--- src/rtl/uart_tx_ctrl_if.sv ---
// Host-write and serializer handshake bundle for uart_tx_ctrl.
// slave is the controller's view; master is the host/serializer view.
interface uart_tx_ctrl_if;
   logic       wr_en;
   logic [7:0] wr_data;
   logic       wr_ready;
   logic       send;
   logic [7:0] tx_data;
   logic       parity_bit;
   logic       ser_active;

   modport slave (
      input  wr_en, wr_data, ser_active,
      output wr_ready, send, tx_data, parity_bit
   );

   modport master (
      output wr_en, wr_data, ser_active,
      input  wr_ready, send, tx_data, parity_bit
   );
endinterface

--- src/rtl/uart_tx_ctrl.sv ---
// UART transmit front-end: byte FIFO feeding a serializer through a send/ser_active
// handshake, with parity generation, start timeout and sticky error flags.
//
//   state | meaning
//   IDLE  | no frame in flight; launches when tx_enable=1 and the FIFO is non-empty
//   SEND  | send held high, waiting for the serializer to report active
//   BUSY  | serializer shifting the frame; waiting for ser_active to fall
module uart_tx_ctrl #(
   parameter int DEPTH   = 4,
   parameter int TIMEOUT = 15
) (
   input  logic                     baud_clk,
   input  logic                     reset_n,
   uart_tx_ctrl_if.slave            bus,
   input  logic                     tx_enable,
   input  logic                     parity_en,
   input  logic                     parity_odd,
   input  logic                     err_clr,
   output logic                     fifo_empty,
   output logic [$clog2(DEPTH):0]   fifo_count,
   output logic                     busy,
   output logic                     overflow_err,
   output logic                     start_err
);
   localparam int PW = $clog2(DEPTH);
   localparam int CW = PW + 1;

   typedef enum logic [1:0] {IDLE, SEND, BUSY} state_t;

   state_t         state, state_nxt;
   logic [7:0]     mem [DEPTH];
   logic [PW-1:0]  rd_ptr, wr_ptr;
   logic [CW-1:0]  count;
   logic [3:0]     timer;
   logic           launch, push, drop, timeout_hit;
   logic           send_q, parity_q;
   logic [7:0]     tx_data_q;
   logic [7:0]     head;

   assign head = mem[rd_ptr];

   always_comb begin
      state_nxt   = state;
      timeout_hit = 1'b0;
      case (state)
         IDLE: if (tx_enable && (count != '0)) state_nxt = SEND;
         SEND: begin
            if (bus.ser_active) begin
               state_nxt = BUSY;
            end else if (timer == 4'(TIMEOUT - 1)) begin
               // timer counts SEND cycles already spent, so send stays high TIMEOUT cycles
               state_nxt   = IDLE;
               timeout_hit = 1'b1;
            end
         end
         BUSY: if (!bus.ser_active) state_nxt = IDLE;
         default: state_nxt = IDLE;
      endcase
   end

   assign launch = (state == IDLE) && (state_nxt == SEND);
   assign push   = bus.wr_en && ((count != CW'(DEPTH)) || launch);
   assign drop   = bus.wr_en && !push;

   always_ff @(posedge baud_clk or negedge reset_n) begin
      if (!reset_n) begin
         state      <= IDLE;
         timer      <= 4'd0;
         send_q     <= 1'b0;
         tx_data_q  <= 8'h00;
         parity_q   <= 1'b1;
      end else begin
         state  <= state_nxt;
         send_q <= (state_nxt == SEND);
         if (launch) timer <= 4'd0;
         else if (state == SEND) timer <= timer + 4'd1;
         // Parity inputs are captured only here, so later changes cannot disturb the frame.
         if (launch) begin
            tx_data_q <= head;
            parity_q  <= parity_en ? ((^head) ^ parity_odd) : 1'b1;
         end
      end
   end

   always_ff @(posedge baud_clk or negedge reset_n) begin
      if (!reset_n) begin
         rd_ptr <= '0;
         wr_ptr <= '0;
         count  <= '0;
      end else begin
         if (push)   wr_ptr <= wr_ptr + 1'b1;
         if (launch) rd_ptr <= rd_ptr + 1'b1;
         case ({push, launch})
            2'b10:   count <= count + 1'b1;
            2'b01:   count <= count - 1'b1;
            default: count <= count;
         endcase
      end
   end

   always_ff @(posedge baud_clk) begin
      if (push) mem[wr_ptr] <= bus.wr_data;
   end

   // A flag-setting event in the same cycle as err_clr wins.
   always_ff @(posedge baud_clk or negedge reset_n) begin
      if (!reset_n) begin
         overflow_err <= 1'b0;
         start_err    <= 1'b0;
      end else begin
         if (drop)         overflow_err <= 1'b1;
         else if (err_clr) overflow_err <= 1'b0;
         if (timeout_hit)  start_err <= 1'b1;
         else if (err_clr) start_err <= 1'b0;
      end
   end

   assign bus.send       = send_q;
   assign bus.tx_data    = tx_data_q;
   assign bus.parity_bit = parity_q;
   assign bus.wr_ready   = (count != CW'(DEPTH));
   assign fifo_empty     = (count == '0);
   assign fifo_count     = count;
   assign busy           = (state != IDLE);
endmodule
--- src/flat_wrapper.sv ---
// flat-port wrapper written by rule: the top's interface ports become plain ports
module uart_tx_ctrl_flat 
#(
   parameter int DEPTH   = 4,
   parameter int TIMEOUT = 15
)
  (baud_clk, reset_n, tx_enable, parity_en, parity_odd, err_clr, fifo_empty, fifo_count, busy, overflow_err, start_err, bus_wr_en, bus_wr_data, bus_ser_active, bus_wr_ready, bus_send, bus_tx_data, bus_parity_bit);
  uart_tx_ctrl_if bus_i ();
  input  logic baud_clk;
  input  logic reset_n;
  input  logic tx_enable;
  input  logic parity_en;
  input  logic parity_odd;
  input  logic err_clr;
  output logic fifo_empty;
  output logic [$clog2(DEPTH):0] fifo_count;
  output logic busy;
  output logic overflow_err;
  output logic start_err;
  input wire logic [$bits(bus_i.wr_en)-1:0] bus_wr_en;
  input wire logic [$bits(bus_i.wr_data)-1:0] bus_wr_data;
  input wire logic [$bits(bus_i.ser_active)-1:0] bus_ser_active;
  output wire logic [$bits(bus_i.wr_ready)-1:0] bus_wr_ready;
  output wire logic [$bits(bus_i.send)-1:0] bus_send;
  output wire logic [$bits(bus_i.tx_data)-1:0] bus_tx_data;
  output wire logic [$bits(bus_i.parity_bit)-1:0] bus_parity_bit;
  assign bus_i.wr_en = bus_wr_en;
  assign bus_i.wr_data = bus_wr_data;
  assign bus_i.ser_active = bus_ser_active;
  assign bus_wr_ready = bus_i.wr_ready;
  assign bus_send = bus_i.send;
  assign bus_tx_data = bus_i.tx_data;
  assign bus_parity_bit = bus_i.parity_bit;
  uart_tx_ctrl #(.DEPTH(DEPTH), .TIMEOUT(TIMEOUT)) u_core (.baud_clk(baud_clk), .reset_n(reset_n), .bus(bus_i), .tx_enable(tx_enable), .parity_en(parity_en), .parity_odd(parity_odd), .err_clr(err_clr), .fifo_empty(fifo_empty), .fifo_count(fifo_count), .busy(busy), .overflow_err(overflow_err), .start_err(start_err));
endmodule
--- config.mk ---
export PLATFORM = sky130hd
export DESIGN_NAME = uart_tx_ctrl_flat
export DESIGN_NICKNAME = d
export VERILOG_FILES = /design/src/rtl/uart_tx_ctrl_if.sv /design/src/rtl/uart_tx_ctrl.sv /design/src/flat_wrapper.sv
export SDC_FILE = /design/constraint.sdc
export NUM_CORES = 1
export LEC_CHECK = 0
export BUFFER_PORTS_ARGS = -buffer_cell sky130_fd_sc_hd__buf_2
export CAP_MARGIN = 20
export CORE_MARGIN = 4
export CORE_UTILIZATION = 40
export CTS_BUF_LIST = sky130_fd_sc_hd__clkbuf_16
export CTS_CLUSTER_DIAMETER = 150
export CTS_CLUSTER_SIZE = 14
export DETAILED_ROUTE_END_ITERATION = 7
export PLACE_DENSITY = 0.6
export RECOVER_POWER = 25
export SETUP_SLACK_MARGIN = 0.3
export SYNTH_ARGS = -nofsm -noshare
export SYNTH_HDL_FRONTEND = slang
export SYNTH_SLANG_ARGS = --single-unit
export TNS_END_PERCENT = 100
--- constraint.sdc ---
create_clock -name baud_clk -period 4.76 [get_ports baud_clk]
set_clock_uncertainty 0.05 [all_clocks]
set_input_delay 0 -clock baud_clk [delete_from_list [all_inputs] [get_ports baud_clk]]
set_output_delay 0 -clock baud_clk [all_outputs]
set_load 0.02 [all_outputs]
# After elaboration in Yosys (flattened, before gate mapping)
# Memory sizes are Yosys's and may differ from the RTL's.
# Index checks and enable logic that the tools add are counted.
# Widths: inputs -> output; s select.
# totals
ff_bits	25
n_memories	1
ram_bits	32
rom_bits	0
latchBits	0
# op_classes
multipliers	0
n_addsub	5
mux	17
reduce_logical	15
div_mod_pow	0
shift	0
bitwise	1
eq_ne	7
order_cmp	0
# mem_list
memory	words	word_bits	read_ports	rd_clocked_by_memory_dff	write_ports	line_no	text
u_core.mem	4	8	1	0	1	uart_tx_ctrl.sv:31	logic [7:0] mem [DEPTH];
# ops
op	n
$reduce_bool 2->1	5
$mux 1	9
$mux 2	4
$mux 4	2
$reduce_xor 8->1	1
$eq 2x1->1 const B	3
$pmux 2 s3	1
$pmux 3 s2	1
$add 2x1->2 const B	2
$add 4x1->4 const B	1
$eq 2x2->1 const B	2
$eq 4x4->1 const B	1
$logic_and 1x1->1	4
$add 3x1->3 const B	1
$logic_not 3->1	1
$ne 3x3->1 const B	1
$reduce_bool 3->1	1
$sub 3x1->3 const B	1
$logic_not 2->1	1
$logic_not 1->1	1
$logic_or 1x1->1	1
$xor 1x1->1	1

# Logic depth before layout (Yosys ltp)
# Gate-level depths: netlist of run 1.
# logic_depth
ltp_word	11
mapped_depth	13
mapped_depth_nobuf	12

# Least setup slack after synthesis of run 1
# OpenSTA, ideal clock, no wires.
# synth_timing
path_kind	register -> register
startpoint	register u_core.count[0] (netlist: u_core.fifo_count[0])
endpoint	register u_core.count[2] (netlist: u_core.fifo_count[2])
n_path_buf	1
path_stages_with_launch	14
setup_ns	0.080
synth_period_minus_slack_ns	2.928
setup_slack_ns	1.832
arrival_time_ns	2.798
path_cell_list	dfrtp_1 -> nor3_1 -> or3b_1 -> clkbuf_1 -> inv_1 -> nor2_1 -> nor2b_4 -> inv_1 -> ha_1 -> inv_1 -> fa_1 -> xor2_1 -> nor2_1 -> xor2_1
# synth_between
elab_chain_len	10
# synth_lines
item	line_no	text
start, declared	uart_tx_ctrl.sv:33	logic [CW-1:0] count;
start signal, assigned	uart_tx_ctrl.sv:94	2'b10: count <= count + 1'b1;
start signal, assigned	uart_tx_ctrl.sv:95	2'b01: count <= count - 1'b1;
start signal, assigned	uart_tx_ctrl.sv:96	default: count <= count;
$reduce_bool 3->1	uart_tx_ctrl.sv:46	IDLE: if (tx_enable && (count != '0)) state_nxt = SEND;
$logic_and 1x1->1	uart_tx_ctrl.sv:46	
$mux 2	uart_tx_ctrl.sv:46	
$pmux 2 s3	uart_tx_ctrl.sv:45	case (state)
$eq 2x1->1	uart_tx_ctrl.sv:61	assign launch = (state == IDLE) && (state_nxt == SEND);
$logic_and 1x1->1	uart_tx_ctrl.sv:61	
$logic_or 1x1->1	uart_tx_ctrl.sv:62	assign push = bus.wr_en && ((count != CW'(DEPTH)) || launch);
$logic_and 1x1->1	uart_tx_ctrl.sv:62	
$eq 2x1->1 or $eq 2x2->1 (tied branches)	uart_tx_ctrl.sv:93	case ({push, launch})
$pmux 3 s2 or $reduce_bool 2->1 (tied branches)	-	
# Several ways; a longest one is shown, not always the timed one.
# A chain may end at the register's enable or synchronous reset.

# Worst setup path in the final report of run 1
# layout_timing
startpoint	register u_core.state[0]
endpoint	register u_core.count[2] (netlist: u_core.fifo_count[2])
# layout_between
elab_chain_len	9
# layout_lines
item	line_no	text
start, declared	uart_tx_ctrl.sv:30	state_t state, state_nxt;
start signal, assigned	uart_tx_ctrl.sv:73	state <= state_nxt;
$mux 2	uart_tx_ctrl.sv:50	end else if (timer == 4'(TIMEOUT - 1)) begin
$mux 2	uart_tx_ctrl.sv:48	if (bus.ser_active) begin
$pmux 2 s3	uart_tx_ctrl.sv:45	
$eq 2x1->1	uart_tx_ctrl.sv:61	
$logic_and 1x1->1 *	uart_tx_ctrl.sv:61	
$logic_or 1x1->1	uart_tx_ctrl.sv:62	
$logic_and 1x1->1	uart_tx_ctrl.sv:62	
$eq 2x1->1 or $eq 2x2->1 (tied branches)	uart_tx_ctrl.sv:93	
$pmux 3 s2 or $reduce_bool 2->1 (tied branches)	-	
# Mark *: on every way between the ends. The rest lies on a longest branch, timed or not.

==> results of run 1 <==
==> routing by layer <==
layer / part of all wire [%] / GRT usage, %
met3: 6.3 / 6.052
met2: 44 / 18.86
met5: 0 / 0
met1: 47 / 16.74
met4: 2.0 / 6.043
==> logic make-up after synthesis <==
logic type	count (synthesis)	share of synthesized area (%)
buffers and inverters	16	2.895
and+or+nand+nor	48	9.307
AOI/OAI and AO/OA	10	2.844
adders and majority gates	8	4.447
DFF	57	65.62
xor gates and xnor gates	14	5.946
muxes	10	8.945
==> report_power, final <==
group / switching (mW) / internal [mW] / total [mW] / leakage (nW)
sequential: 0.108 / 0.683 / 0.791 / 0.604
combinational: 0.390 / 0.354 / 0.743 / 0.564
clock: 0.232 / 0.463 / 0.694 / 0.157
==> per-stage QoR <==
stage,cells,power [mW],setup slack (ns)
final,295,2.229,1.723
after global routing,295,2.376,1.394
after CTS,295,2.263,1.683
after detailed placement,265,1.546,1.687
after global placement,265,1.546,1.801
after floorplan,163,1.369,1.832
==> cells in the final DEF (no fill, tap or decap), drive strengths merged <==
master	instances
dfrtp	24
bufinv	2
clkinvlp	1
a22o	2
mux2i	1
nor2b	2
nand3	3
dlygate4sd3	14
ha	7
fa	1
nor2	6
inv	12
nor3	1
o21ai	3
mux4	8
clkbuf	18
nand2b	2
or3b	1
a21boi	1
o31ai	3
xnor3	1
edfxtp	32
buf	24
and2	5
dfstp	1
nand2	26
mux2	1
xor2	4
xnor2	9
clkinv	2
a31oi	1
or2	1
and3	1
==> worst max-delay path: cells and delay by family (launching register included) <==
family | cells | cell delay [ns]
XOR/XNOR | 2 | 0.28
adder cells (fa/ha/maj) | 2 | 0.38
buffers and inverters | 3 | 0.53
flip-flops | 1 | 0.38
AND/OR/NAND/NOR | 5 | 1.30
==> state kept, by name (all words and copies together), names as in the netlist <==
signal                 count
u_core.bus.parity_bit      1
u_core.bus.send            1
u_core.bus.tx_data         8
u_core.fifo_count          3
u_core.mem                32
u_core.overflow_err        1
u_core.rd_ptr              2
u_core.start_err           1
u_core.state               2
u_core.timer               4
u_core.wr_ptr              2
==> worst max path at each step <==
stage,start,to,slack [ns]
after floorplan,u_core.fifo_count[0],u_core.fifo_count[2],1.83
after global placement,u_core.state[0],u_core.fifo_count[2],1.80
after detailed placement,u_core.state[0],u_core.fifo_count[2],1.69
after CTS,u_core.state[0],u_core.fifo_count[2],1.68
after global routing,u_core.fifo_count[0],u_core.fifo_count[2],1.39
final,u_core.state[0],u_core.fifo_count[2],1.72
==> area by class of cell <==
type,instances,share of cell area (%)
Clock inverter,7,3.306
Timing Repair Buffer,47,9.476
Inverter,10,1.210
Tap cell,75,3.024
Multi-Input combinational cell,90,24.56
Sequential cell,57,51.17
Clock buffer,9,7.258
==> summary.txt, run 1 <==
Synth
  – Most common cell in the netlist: edfxtp_1
  – Post-Syn Area per Cell: 14.85 sq um
  – Synth area leader: edfxtp_1
  – Async SR Flop Fraction: 43.86%
  – Post-synth EDFFs: 32
  – Synth warn: 0
  – Synth top area share: 39.71%
  – Syn_nets: 187
  – Synth area leaders: edfxtp_1, dfrtp_1, mux4_1
  – Synth Register Bits: 57
  – Cells after Synth: 163
  – Post-synthesis instance area: 0.002420 sq mm
  – Yosys cell types: 34
  – Main synth FF type: edfxtp_1
  – Sequential area share after synthesis: 65.62%
  – Post-synth top cells: edfxtp_1, nand2_1, dfrtp_1

Clocking
  – Post-CTS sizing: 0
  – H-tree depth: 3
  – Root buf cell: clkbuf_16
  – CTS tree: built
  – Clock buffer depth: 2
  – Worst-Skew Late Latency: 0.33 ns
  – Hold buffer count at CTS: 14
  – TritonCTS Buffers: 9
  – Clock input transition at the sequential cells of the worst setup and hold paths: 0.05 ns
  – Sinks on Clock Net: 57
  – Setup Fix Bufs, Post-CTS: 0

Worst setup path
  – Critical path capture point type: flip-flop
  – Reg2reg end: u_core.fifo_count[2]
  – Worst reg-to-reg path cell count: 12
  – Reg2Reg Setup Slack: 1.72 ns
  – Critical-path cell list: or2_2 -> or3b_1 -> inv_1 -> nor2_1 -> nor2b_4 -> inv_1 -> ha_1 -> inv_1 -> fa_1 -> xor2_1 -> nor2_1 -> xor2_1
  – Crit path DAT: 3.20 ns
  – Crit path required time: 4.92 ns
  – Delay of the slowest cell on the worst path: 0.58 ns
  – Worst Setup Start Kind: flip-flop
  – WS Path Type: reg -> reg
  – Crit path max fanout: 14
  – Slowest-stage cell, CP: or3b_1
  – Reg2reg start: u_core.state[0]
  – Most used cell, CP: inv_1

Placement
  – DPL Wire Length: 2.693 mm
  – Dpl cell area: 0.002646 sq mm
  – IO buf count: 33
  – GP Congestion: 0.6893

Drt
  – First drt pass iteration count: 4
  – Routed via count: 1356
  – Drt drc: 0
  – Post-route ant nets: 0
  – Routed WL: 4.137 mm
  – Vias per cell: 4.597
  – Routed WL per cell: 14.02 microns
  – Initial DRC count: 66

Floorplan
  – Core footprint: 0.005886 sq mm
  – Top-level I/O count: 34
  – Overall die width: 85.78 microns
  – Standard-cell rows: 28
  – Height of the die: 85.78 microns
  – Initial Util: 41.11%
  – Die area: 0.007358 sq mm

Timing
  – Hold WS: 0.2004 ns
  – Final Cycle Share: 63.80%
  – Fin Setup TNS: 0 ns
  – Unrepaired setup endpoints after global routing: false
  – Tmin final: 3.037 ns
  – Final setup viols: 0
  – Max_slew headroom: 12.02%
  – Final hold violation count: 0
  – Slew @ Worst Pin: 1.320 ns
  – Final Max Tran Viols: 0
  – Fmax: 329.3 MHz

Job
  – Max-cap viol count: 0

Finish
  – Antenna cells: 0
  – Filler cells: 497
  – Cell area after layout: 0.003103 sq mm
  – Post-layout util: 52.72%
  – Area of the multi-input gates: 762.0 sq um
  – Area delta synth->final: 28.23%
  – Share of layout cells above drive strength 1: 22.27%
  – NumNets Final: 239
  – Register Area: 0.001588 sq mm

Power and ir drop
  – PD cells: 718.2 mW/mm^2
  – Leakage: 1.325 nW
  – Worst VDD drop: 0.3776 mV

Global routing
  – Vias in the first global route: 1400
  – First-pass GRT wire length: 7.017 mm
  – GR Overflow Total: 0
  – Initial antenna violation count: 0
  – All-Layer GR Usage: 13.06%
  – Largest net degree at the start of global routing: 26

Min path
  – Hold Crit Start: parity_odd
  – Hold EP: u_core.bus.parity_bit
  – Hold Path Class: in -> reg
  – Min-Delay Path Depth: 5

Outcome
  – Status: complete, no violations
Note: power is estimated with default switching activity, not from simulation.
==> run 2, diff against run 1 <==
--- a/config.mk
+++ b/config.mk
@@ -5,6 +5,7 @@
 export SDC_FILE = /design/constraint.sdc
 export NUM_CORES = 1
 export LEC_CHECK = 0
+export ABC_AREA = 1
 export BUFFER_PORTS_ARGS = -buffer_cell sky130_fd_sc_hd__buf_2
 export CAP_MARGIN = 20
 export CORE_MARGIN = 4
==> constraint.sdc (replaced) <==
create_clock -name baud_clk -period 3.1 [get_ports baud_clk]
set_clock_uncertainty 0.05 [all_clocks]
set_input_delay 0 -clock baud_clk [delete_from_list [all_inputs] [get_ports baud_clk]]
set_output_delay 0 -clock baud_clk [all_outputs]
set_load 0.02 [all_outputs]
==> summary.txt, run 2 <==
Synth
  – Post-Syn Area per Cell: 9.828 sq um
  – Yosys cell types: 27
  – Async SR Flop Fraction: 43.86%
  – Most common cell in the netlist: nand2_1
  – Sequential area share after synthesis: 60.29%
  – Post-synth top cells: nand2_1, edfxtp_1, inv_1
  – Synth Register Bits: 57
  – Synth area leader: edfxtp_1
  – Main synth FF type: edfxtp_1
  – Synth area leaders: edfxtp_1, dfrtp_1, nand2_1
  – Post-synthesis instance area: 0.002634 sq mm
  – Synth top area share: 36.48%
  – Cells after Synth: 268
  – Syn_nets: 292
  – Synth warn: 0
  – Post-synth EDFFs: 32

Min path
  – Hold Path Class: in -> reg

Global routing
  – Largest net degree at the start of global routing: 26
  – All-Layer GR Usage: 13.44%
  – Initial antenna violation count: 0
  – First-pass GRT wire length: 7.838 mm
  – Vias in the first global route: 1710
  – GR Overflow Total: 0

Drt
  – Drt drc: 0
  – Routed WL: 4.892 mm
  – Routed WL per cell: 12.20 microns
  – Routed via count: 1836
  – Met3 routed WL: 213 microns
  – Top Metal Used: met4
  – Met1 Wirelength: 2.273 mm
  – First drt pass iteration count: 4
  – Met2 Routed Length: 2.294 mm
  – Post-route ant nets: 0
  – Initial DRC count: 88
  – Vias per cell: 4.579

Power and ir drop
  – P_int: 2.103 mW
  – Comb pwr share: 37.1%
  – Leakage: 1.492 nW
  – Worst VDD drop: 0.6939 mV
  – Overall Power: 3.466 mW
  – Clock share of power: 27.5%
  – PD cells: 1066 mW/mm^2
  – Psw: 1.364 mW
  – Switching Fraction: 39.35%
  – Share of power burned in registers: 35.5%

Worst setup path
  – Worst reg-to-reg path cell count: 9
  – Reg2Reg Setup Slack: 1.00 ns
  – Critical-path cell list: inv_1 -> nand4_1 -> nand2_1 -> ha_1 -> inv_1 -> fa_1 -> a21oi_1 -> o21ai_0 -> xnor2_1
  – Reg2reg start: u_core.fifo_count[0]
  – Slowest-stage cell, CP: dfrtp_1
  – Most used cell, CP: inv_1
  – Crit path max fanout: 8
  – Reg2reg end: u_core.fifo_count[2]
  – End point of the critical path: u_core.fifo_count[2]
  – Critical Path Start: u_core.fifo_count[0]
  – Delay of the slowest cell on the worst path: 0.41 ns
  – Crit path required time: 3.25 ns
  – Crit path DAT: 2.25 ns
  – WS Path Type: reg -> reg
  – Critical path capture point type: flip-flop
  – Worst Setup Start Kind: flip-flop

Finish
  – Cell area after layout: 0.003251 sq mm
  – Filler cells: 592
  – Share of layout cells above drive strength 1: 16.36%
  – Area delta synth->final: 23.42%
  – Commonest non-fill, non-tap cells in the layout: nand2_1, edfxtp_1, inv_1
  – Antenna cells: 0
  – NumNets Final: 343
  – Max reg flops: 32
  – Register bank with the most flops: u_core.mem
  – Commonest non-fill, non-tap cell in the layout: nand2_1

Clocking
  – Clock buffer depth: 2
  – H-tree depth: 3
  – Root buf cell: clkbuf_16
  – Setup Fix Bufs, Post-CTS: 0
  – CTS tree: built
  – Clock input transition at the sequential cells of the worst setup and hold paths: 0.05 ns
  – TritonCTS Buffers: 9
  – Post-CTS sizing: 0
  – Sinks on Clock Net: 57
  – Worst-Skew Late Latency: 0.32 ns

Timing
  – Slew @ Worst Pin: 1.370 ns
  – Hold WS: 0.02493 ns
  – Tmin final: 2.096 ns
  – Final hold violation count: 0
  – Fmax: 477.1 MHz
  – Final setup viols: 0
  – Final Cycle Share: 67.62%
  – Final Max Tran Viols: 0
  – Fin Setup TNS: 0 ns
  – Max_slew headroom: 8.646%
  – Unrepaired setup endpoints after global routing: false

Placement
  – GP Congestion: 0.7116
  – Dpl cell area: 0.002826 sq mm
  – IO buf count: 33
  – DPL Wire Length: 3.363 mm

Floorplan
  – Initial Util: 41.24%
  – Die area: 0.007947 sq mm
  – Core footprint: 0.006386 sq mm
  – Standard-cell rows: 29
  – Top-level I/O count: 34
  – Overall die width: 89.15 microns
  – Height of the die: 89.15 microns

Job
  – Max-cap viol count: 0

Outcome
  – Status: complete, no violations
run 2: cell count changes after synthesis, sizes merged, moves of 4 or more:
cell / previous run / this run
nand3: 3 / 23
buf: 2 / 7
mux4: 8 / 0
inv: 10 / 29
clkbuf: 4 / 0
o21ai: 3 / 14
and2: 5 / 0
nand2: 26 / 99
nor2: 6 / 16
xnor2: 9 / 2
run 2: power by group through the flow:
stage / combinational [mW] / sequential, mW / clock [mW]
2_1_floorplan: 0.964 / 1.27 / 0
3_3_place_gp: 1.25 / 1.24 / 0
3_5_place_dp: 1.28 / 1.24 / 0
4_1_cts: 1.31 / 1.23 / 0.974
5_1_grt: 1.49 / 1.26 / 1.01
6_report: 1.28 / 1.23 / 0.952
run 2: how the worst min path moves through the flow:
stage | startpoint | endpoint | slack (ns) | depth (start not counted)
floorplan | reset_n | u_core.bus.send | -0.35 | 0
global placement | reset_n | u_core.bus.tx_data[0] | -0.03 | 1
detailed placement | reset_n | u_core.bus.tx_data[1] | -0.02 | 1
CTS | parity_en | u_core.bus.parity_bit | 0.02 | 6
global route | parity_en | u_core.bus.parity_bit | 0.04 | 6
finish | parity_en | u_core.bus.parity_bit | 0.02 | 6
run 2: what timing repair did:
| action | CTS | global route |
|---|---|---|
| hold buffers | 14 | 0 |
| hold endpoints to repair | 62 | 0 |
| setup endpoints to repair | 0 | 0 |
run 2: worst max-delay path: cells and delay by family, from the launching register on:
kind | cells | cell delay (ns)
DFF | 1 | 0.41
AOI/OAI and AO/OA | 2 | 0.25
xor gates and xnor gates | 1 | 0.14
buffers and inverters | 2 | 0.19
and+or+nand+nor | 2 | 0.37
adders and majority gates | 2 | 0.56
run 2: kinds of logic (layout without fill, tap and decap cells):
logic type | Yosys count | in the layout | share of synthesized area (%)
compound gates | 20 | 20 | 4.038
xor+xnor | 6 | 6 | 1.995
fa+ha+maj | 8 | 8 | 4.085
buf+inv | 36 | 92 | 6.935
flops | 57 | 57 | 60.29
simple gates | 141 | 141 | 22.66
run 2: area by class of cell:
type	instances	area (sq um)	area share [%]
sequential	57	1588	48.85
clock buffer	9	225.2	6.928
tap	77	96.34	2.964
multi-input combinational	175	863.3	26.56
clock inverter	7	70.07	2.156
timing repair buffer	47	294.0	9.045
inverter	29	113.9	3.503
run 2: metrics by stage:
stage	util (%)	cells	setup slack, ns
floorplan	-	268	0.9218
global placement	44.26	371	1.064
detailed placement	44.26	371	1.011
CTS	51.08	401	0.9800
global route	50.90	401	0.7759
finish	50.90	401	1.004
run 2: metal layers:
layer | global-route usage [%] | vias to the layer above
li1 | - | 966
met1 | 16.19 | 831
met2 | 21.70 | 28
met3 | 4.424 | 11
met4 | 6.495 | 0
met5 | 0 | -
==> run 3, diff against run 2 <==
==> constraint.sdc (replaced) <==
create_clock -name baud_clk -period 2.2 [get_ports baud_clk]
set_clock_uncertainty 0.05 [all_clocks]
set_input_delay 0 -clock baud_clk [delete_from_list [all_inputs] [get_ports baud_clk]]
set_output_delay 0 -clock baud_clk [all_outputs]
set_load 0.02 [all_outputs]
==> summary.txt, run 3 (synthesis gave the netlist of run 2 again) <==
Outcome
  – Status: complete, no violations

Worst setup path
  – WS Path Type: reg -> reg
  – Crit path DAT: 1.99 ns
  – Delay of the slowest cell on the worst path: 0.43 ns
  – Crit path required time: 2.36 ns
  – Crit-path leading delay family: adder cells
  – Worst path buffer plus inverter count: 2
  – Worst Setup Start Kind: flip-flop
  – Critical-path cell list: inv_2 -> nand4_1 -> nand2_2 -> ha_1 -> inv_2 -> fa_2 -> a21oi_2 -> o21ai_1 -> xnor2_1
  – Slowest-stage cell, CP: dfrtp_2
  – Crit path max fanout: 4
  – Critical path capture point type: flip-flop
  – Most used cell, CP: inv_2

Timing
  – Fin Setup TNS: 0 ns
  – Slew @ Worst Pin: 1.366 ns
  – Fmax: 546.9 MHz
  – Max_slew headroom: 8.918%
  – Final hold violation count: 0
  – Hold WS: 0.03262 ns
  – Final setup viols: 0
  – Tmin final: 1.828 ns
  – Final Cycle Share: 83.11%
  – Unrepaired setup endpoints after global routing: false
  – Final Max Tran Viols: 0

Global routing
  – Vias in the first global route: 1877
  – Met1 GRT Util: 19.45%
  – GR Overflow Total: 0
  – M3 GR Usage: 3.871%
  – Largest net degree at the start of global routing: 26
  – All-Layer GR Usage: 14.80%
  – Initial antenna violation count: 0
  – Grt peak-use layer: met2
  – M2 GR Usage: 22.30%
  – First-pass GRT wire length: 8.749 mm

Finish
  – Max reg flops: 32
  – Share of layout cells above drive strength 1: 21.92%
  – Cell area after layout: 0.003331 sq mm
  – Commonest non-fill, non-tap cell in the layout: nand2_1
  – Commonest non-fill, non-tap cells in the layout: nand2_1, edfxtp_1, inv_1, buf_2
  – NumNets Final: 353
  – Antenna cells: 0
  – Area delta synth->final: 26.46%
  – Register bank with the most flops: u_core.mem

Floorplan
  – Standard-cell rows: 29
  – Overall die width: 89.15 microns
  – Core footprint: 0.006386 sq mm
  – Height of the die: 89.15 microns
  – Die area: 0.007947 sq mm
  – Top-level I/O count: 34
  – Initial Util: 41.24%

Drt
  – Routed via count: 1873
  – Routed WL per cell: 12.28 microns
  – Initial DRC count: 66
  – Vias per cell: 4.568
  – First drt pass iteration count: 5
  – Routed WL: 5.036 mm
  – Post-route ant nets: 0
  – Drt drc: 0

Job
  – Max-cap viol count: 0

Placement
  – GP Congestion: 0.7822
  – Dpl cell area: 0.002905 sq mm
  – IO buf count: 33
  – DPL Wire Length: 3.443 mm

Power and ir drop
  – Comb pwr share: 40.6%
  – Switching Fraction: 38.84%
  – Share of power burned in registers: 33.6%
  – P_int: 3.048 mW
  – PD cells: 1496 mW/mm^2
  – Clock share of power: 25.8%
  – Psw: 1.936 mW
  – Leakage: 1.536 nW
  – Worst VDD drop: 0.7638 mV

Min path
  – Hold Path Class: in -> reg

Clocking
  – Clock input transition at the sequential cells of the worst setup and hold paths: 0.05 ns
  – Sinks on Clock Net: 57
  – H-tree depth: 3
  – Clock buffer depth: 2
  – Worst-Skew Late Latency: 0.32 ns
  – Root buf cell: clkbuf_16
  – TritonCTS Buffers: 9
  – CTS tree: built
-- run 3: worst paths after layout --
path / startpoint / to / slack, ns / cells past startpoint
worst max-delay path: u_core.fifo_count[0] / u_core.fifo_count[2] / 0.37 / 9
worst max register to register: u_core.fifo_count[0] / u_core.fifo_count[2] / 0.37 / 9
max in group asynchronous: reset_n / u_core.fifo_count[0] / 0.72 / 2
worst min register to register: u_core.bus.tx_data[7] / u_core.bus.tx_data[7] / 0.42 / 2
worst min-delay path: tx_enable / u_core.overflow_err / 0.03 / 4
min in group asynchronous: reset_n / u_core.bus.tx_data[3] / 0.48 / 2
-- run 3: repair_timing --
action | 4_1_cts | 5_1_grt
pin swaps | 2 | 2
setup endpoints to repair | 2 | 3
gates resized for setup | 1 | 6
setup buffers | 1 | 0
hold endpoints to repair | 63 | 0
hold buffers | 14 | 0
-- run 3: power groups by stage --
stage / combinational (mW) / sequential (mW) / clock [mW]
floorplan: 1.36 / 1.81 / 0
global placement: 1.95 / 1.68 / 0
detailed placement: 1.99 / 1.69 / 0
CTS: 2.03 / 1.67 / 1.32
global route: 2.37 / 1.71 / 1.37
finish: 2.02 / 1.68 / 1.29
-- run 3: metal layers --
metal,routed length (microns),vias to the layer above
li1,-,985
met1,2464,840
met2,2211,37
met3,221,11
met4,138,0
met5,0,-
-- run 3: stage by stage --
step,power [mW],utilization [%],worst slack [ns],cells
6_report,4.984,52.16,0.3716,410
5_1_grt,5.454,52.16,0.2598,410
4_1_cts,5.016,52.17,0.3014,410
3_5_place_dp,3.676,45.49,0.1965,380
3_3_place_gp,3.628,45.49,0.2468,380
2_1_floorplan,3.174,-,0.2675,268
-- run 3: worst min-delay path, cell delays in order --
cell and delay (ns):
buf_2 0.08, nand2_1 0.07, nand4_1 0.12, o22ai_1 0.08
-- run 3: layout make-up --
cell class	instances	area, sq um
inverters	29	117.6
fillers	594	3055
clock buffers	9	225.2
well taps	77	96.34
flip-flops and latches	57	1592
repair buffers	57	369.1
multi-input cells	175	879.6
clock inverters	6	51.30
